File: src/rtl/tea_decrypt_core.sv
// Iterative TEA decryption engine: undoes ROUNDS forward TEA cycles, one inverse round per clock.
// A block is latched on an accepted start; outputs hold the last plaintext until the next completion.
module tea_decrypt_core #(
    parameter int          ROUNDS = 32,
    parameter logic [31:0] DELTA  = 32'h9E3779B9
) (
    input  logic         clk,
    input  logic         rst,
    input  logic         start,
    input  logic [127:0] key,
    input  logic [31:0]  inBlack,
    input  logic [31:0]  inRed,
    output logic         busy,
    output logic         done,
    output logic [31:0]  outBlack,
    output logic [31:0]  outRed
);

    localparam logic [1:0]  IDLE     = 2'd0;
    localparam logic [1:0]  RUN      = 2'd1;
    localparam logic [1:0]  DONE     = 2'd2;
    // Final forward sum; the inverse schedule walks it back down to zero.
    localparam logic [31:0] SUM_INIT = 32'(DELTA * 32'(ROUNDS));
    localparam logic [6:0]  LAST_CNT = 7'(ROUNDS - 1);

    function automatic logic [31:0] tea_f(
        input logic [31:0] v,
        input logic [31:0] ka,
        input logic [31:0] kb,
        input logic [31:0] s
    );
        return ((v << 3'd4) + ka) ^ (v + s) ^ ((v >> 3'd5) + kb);
    endfunction

    logic [1:0]   state_r;
    logic [6:0]   cnt_r;
    logic [127:0] key_r;
    logic [31:0]  black_r;
    logic [31:0]  red_r;
    logic [31:0]  sum_r;
    logic         busy_r;
    logic         done_r;
    logic [31:0]  out_black_r;
    logic [31:0]  out_red_r;

    logic [31:0]  black_nxt_s;
    logic [31:0]  red_nxt_s;
    logic [31:0]  sum_nxt_s;

    // One inverse round on the latched state; red uses the already-updated black.
    always_comb begin
        black_nxt_s = 32'h0000_0000;
        red_nxt_s   = 32'h0000_0000;
        sum_nxt_s   = 32'h0000_0000;
        black_nxt_s = black_r - tea_f(red_r, key_r[63:32], key_r[31:0], sum_r);
        red_nxt_s   = red_r - tea_f(black_nxt_s, key_r[127:96], key_r[95:64], sum_r);
        sum_nxt_s   = sum_r - DELTA;
    end

    // Control FSM and datapath registers; reset wins over start.
    always_ff @(posedge clk) begin
        if (rst) begin
            state_r     <= IDLE;
            cnt_r       <= 7'd0;
            key_r       <= 128'd0;
            black_r     <= 32'h0000_0000;
            red_r       <= 32'h0000_0000;
            sum_r       <= 32'h0000_0000;
            busy_r      <= 1'b0;
            done_r      <= 1'b0;
            out_black_r <= 32'h0000_0000;
            out_red_r   <= 32'h0000_0000;
        end else begin
            case (state_r)
                IDLE, DONE: begin
                    done_r <= 1'b0;
                    if (start) begin
                        key_r   <= key;
                        black_r <= inBlack;
                        red_r   <= inRed;
                        sum_r   <= SUM_INIT;
                        cnt_r   <= 7'd0;
                        busy_r  <= 1'b1;
                        state_r <= RUN;
                    end else begin
                        state_r <= IDLE;
                    end
                end
                RUN: begin
                    black_r <= black_nxt_s;
                    red_r   <= red_nxt_s;
                    sum_r   <= sum_nxt_s;
                    if (cnt_r == LAST_CNT) begin
                        out_black_r <= black_nxt_s;
                        out_red_r   <= red_nxt_s;
                        busy_r      <= 1'b0;
                        done_r      <= 1'b1;
                        state_r     <= DONE;
                    end else begin
                        cnt_r <= cnt_r + 7'd1;
                    end
                end
                default: begin
                    state_r <= IDLE;
                    busy_r  <= 1'b0;
                    done_r  <= 1'b0;
                end
            endcase
        end
    end

    assign busy     = busy_r;
    assign done     = done_r;
    assign outBlack = out_black_r;
    assign outRed   = out_red_r;

endmodule
File: config.mk
export PLATFORM = sky130hd
export DESIGN_NAME = tea_decrypt_core
export DESIGN_NICKNAME = d
export VERILOG_FILES = /design/src/rtl/tea_decrypt_core.sv
export SDC_FILE = /design/constraint.sdc
export NUM_CORES = 1
export LEC_CHECK = 0
export CAP_MARGIN = 10
export CORE_AREA = 2 2 261 263
export DETAILED_ROUTE_END_ITERATION = 16
export DIE_AREA = 0 0 263 265
export HOLD_SLACK_MARGIN = 0.12
export RECOVER_POWER = 50
export SYNTH_ARGS = -nofsm -noshare
export SYNTH_HDL_FRONTEND = slang
export SYNTH_SLANG_ARGS = --single-unit
File: constraint.sdc
create_clock -name clk -period 9.8 [get_ports clk]
set_input_delay 2.94 -clock clk [delete_from_list [all_inputs] [get_ports clk]]
set_output_delay 2.94 -clock clk [all_outputs]
set_load 0.02 [all_outputs]
==> summary.txt <==
critical path startpoint category = flop
largest net degree at the start of global routing = 87
row cnt = 95
worst hold slack = 0.453 ns
cell with the most instances after synthesis = nand2_1
Worst slew margin = -140%
layout cells sized above 1 = 5.03%
CTS Hold Bufs = 0
post-synthesis sequential area ratio = 25.9%
first-pass GRT wire length = 127000 um
crit end category = flop
routed vias = 22163
Chip Width = 263 um
Finished Layout Cells = 4095
overall global routing resource usage = 23.5%
Clock Path Buffers = 3
initial antenna violation count = 1
min-delay src = outRed[28]
total CTS buffers = 37
Final nets = 3639
FF+latch area = 5990 sq um
CP most frequent cell = a21o_1
Yosys cell types = 85
CTS tree = built
final setup fails = 0
Final Hold Viols = 0
Crit path arrival time = 9.79 ns
Mean Syn Cell Area = 7.85 sq um
DIE AREA = 69700 sq um
die height = 265 um
Mapped Area = 23100 sq um
grt total ovfl = 0
Port Buffer Count = 260
register bit total from synthesis = 299
Synth Warn # = 0
reg2reg start = red_r[0]
Min-Delay Path Depth = 2
DRC Markers = 0
Syn Inst Count = 2948
area delta synth->final = 21.8%
H-tree depth = 2
Clk Latency, worst-skew pair = 0.58 ns
final period utilization = 95.7%
CTS Root Cell = clkbuf_16
status = complete, but fails checks
Worst Setup SP = red_r[0]
failing checks = capacitance limit, slew limit
Setup TNS = 0 ns
CP max stage delay = 0.42 ns
reg2reg path depth = 41
worst reg2reg endpoint = red_r[31]
predominant post-synthesis flop cell = dfxtp_1
flop-to-flop setup slack = 0.42 ns
Least-Margin Pin Slew = 3.60 ns
Post-synth top cells = nand2_1, a21oi_1, dfxtp_1
Max Fclk = 107 MHz
post-DP HPWL = 65100 um
vias per inst = 5.41
final WL = 84000 um
ys async rst share = 0%
DRT iter0 DRCs = 1837
area of the multi-input gates = 16600 sq um
clock sinks = 299
I/O Pins = 261
dominant cells by area after synthesis = dfxtp_1, ha_1, xnor2_1
GP Congestion = 0.962
Worst Clk Skew = 0.0260 ns
Synth top area share = 25.9%
Detailed Routing Iterations Pass 1 = 5
antenna violation net count after detailed routing = 0
max-slew violations = 357
Hold EP = outRed[28]
CP Data Required Time = 10.21 ns
number of flops mapped to enable cells by yosys = 0
dpl cells = 4027
max-cap viol count = 5
worst-path maximum fanout = 6
WL per Instance = 20.5 um
Hold Path Class = flop to flop
filler cell count = 6907
Initial Utilization = 34.6%
Synth Net Count = 3392
kind of critical path = flop to flop
slowest CP cell = fa_1
Final min period = 9.38 ns
# diodes = 0
Core ar. = 66800 sq um
clock-pin slew on the worst setup and hold paths = 0.06 ns
vias in the first global route = 21314
post-synth top area cell = dfxtp_1
stage by stage:
| stage | instance area, sq um | utilization [%] | setup WS, ns |
|---|---|---|---|
| after floorplan | 23100 | - | 1.25 |
| after global placement | 26900 | 40.2 | 0.223 |
| after detailed placement | 26900 | 40.2 | 0.0951 |
| after CTS | 28100 | 42.1 | 0.0471 |
| after global routing | 28200 | 42.2 | -0.00874 |
| final | 28200 | 42.2 | 0.420 |
flip-flops by register name, indices dropped and copies added (netlist names):
name,count
sum_r,32
done,1
outBlack,32
key_r,128
black_r,32
cnt_r,7
outRed,32
state_r,2
busy,1
red_r,32
kinds of logic after synthesis:
kind of cell / count (synthesis) / share of synthesized area, %
adders and majority gates: 249 / 13.7
buffers and inverters: 175 / 2.86
DFF: 299 / 25.9
muxes: 7 / 0.308
xor gates and xnor gates: 350 / 14.0
AOI/OAI and AO/OA: 954 / 25.8
and+or+nand+nor: 914 / 17.5
layout make-up:
type	instances	area share (%)
Clock buffer	55	3.96
Multi-Input combinational cell	2474	58.9
Timing Repair Buffer	319	10.7
Clock inverter	11	0.440
Sequential cell	299	21.2
Tap cell	873	3.88
Inverter	64	0.853
repair_timing:
item | CTS | global route
resized for setup | 0 | 18
buffers inserted | 0 | 2
setup endpoints to repair | 0 | 8
per-layer routing:
metal  track usage (%)  wire length, um  vias to the layer above  share of wire, %
met5                 0               12                        -             0.014
met1              34.3            40600                    10309                48
met3              4.28             5920                      113               7.0
met4              6.42             2310                        2               2.7
li1                  -                -                    11053                 -
met2              35.2            35200                      686                42
worst max-delay path by stage:
stage | endpoint | slack (ns)
2_1_floorplan | red_r[31] | 1.25
3_3_place_gp | red_r[31] | 0.22
3_5_place_dp | red_r[31] | 0.1
4_1_cts | red_r[31] | 0.05
5_1_grt | red_r[31] | -0.009
6_report | red_r[31] | 0.42
worst max-delay path: cells and delay by family (launching register included):
family / cells / cell delay (ns)
flip-flops: 1 / 0.34
AO/OA/AOI/OAI: 24 / 4.97
XOR/XNOR: 5 / 1.46
AND/OR/NAND/NOR: 7 / 0.68
adder cells (fa/ha/maj): 5 / 1.76
cells in the final DEF, fill, tap and decap left out, types with 39 or more instances in the layout:
cell | synthesis | layout
a21o_1 | 127 | 127
a22oi_1 | 60 | 60
o21ai_0 | 112 | 110
xnor2_1 | 264 | 263
clkdlybuf4s50_1 | 0 | 192
a21oi_1 | 422 | 422
dlygate4sd3_1 | 0 | 67
dfxtp_1 | 299 | 298
nor3_1 | 44 | 44
buf_4 | 1 | 56
xor2_1 | 73 | 73
nor2_1 | 138 | 136
nand3_1 | 64 | 64
inv_1 | 64 | 63
ha_1 | 241 | 240
nand2_1 | 503 | 502
clkbuf_16 | 0 | 39
Power is not shown: default switching activity piles up to over one toggle a cycle in this logic, so the estimate is an artifact.
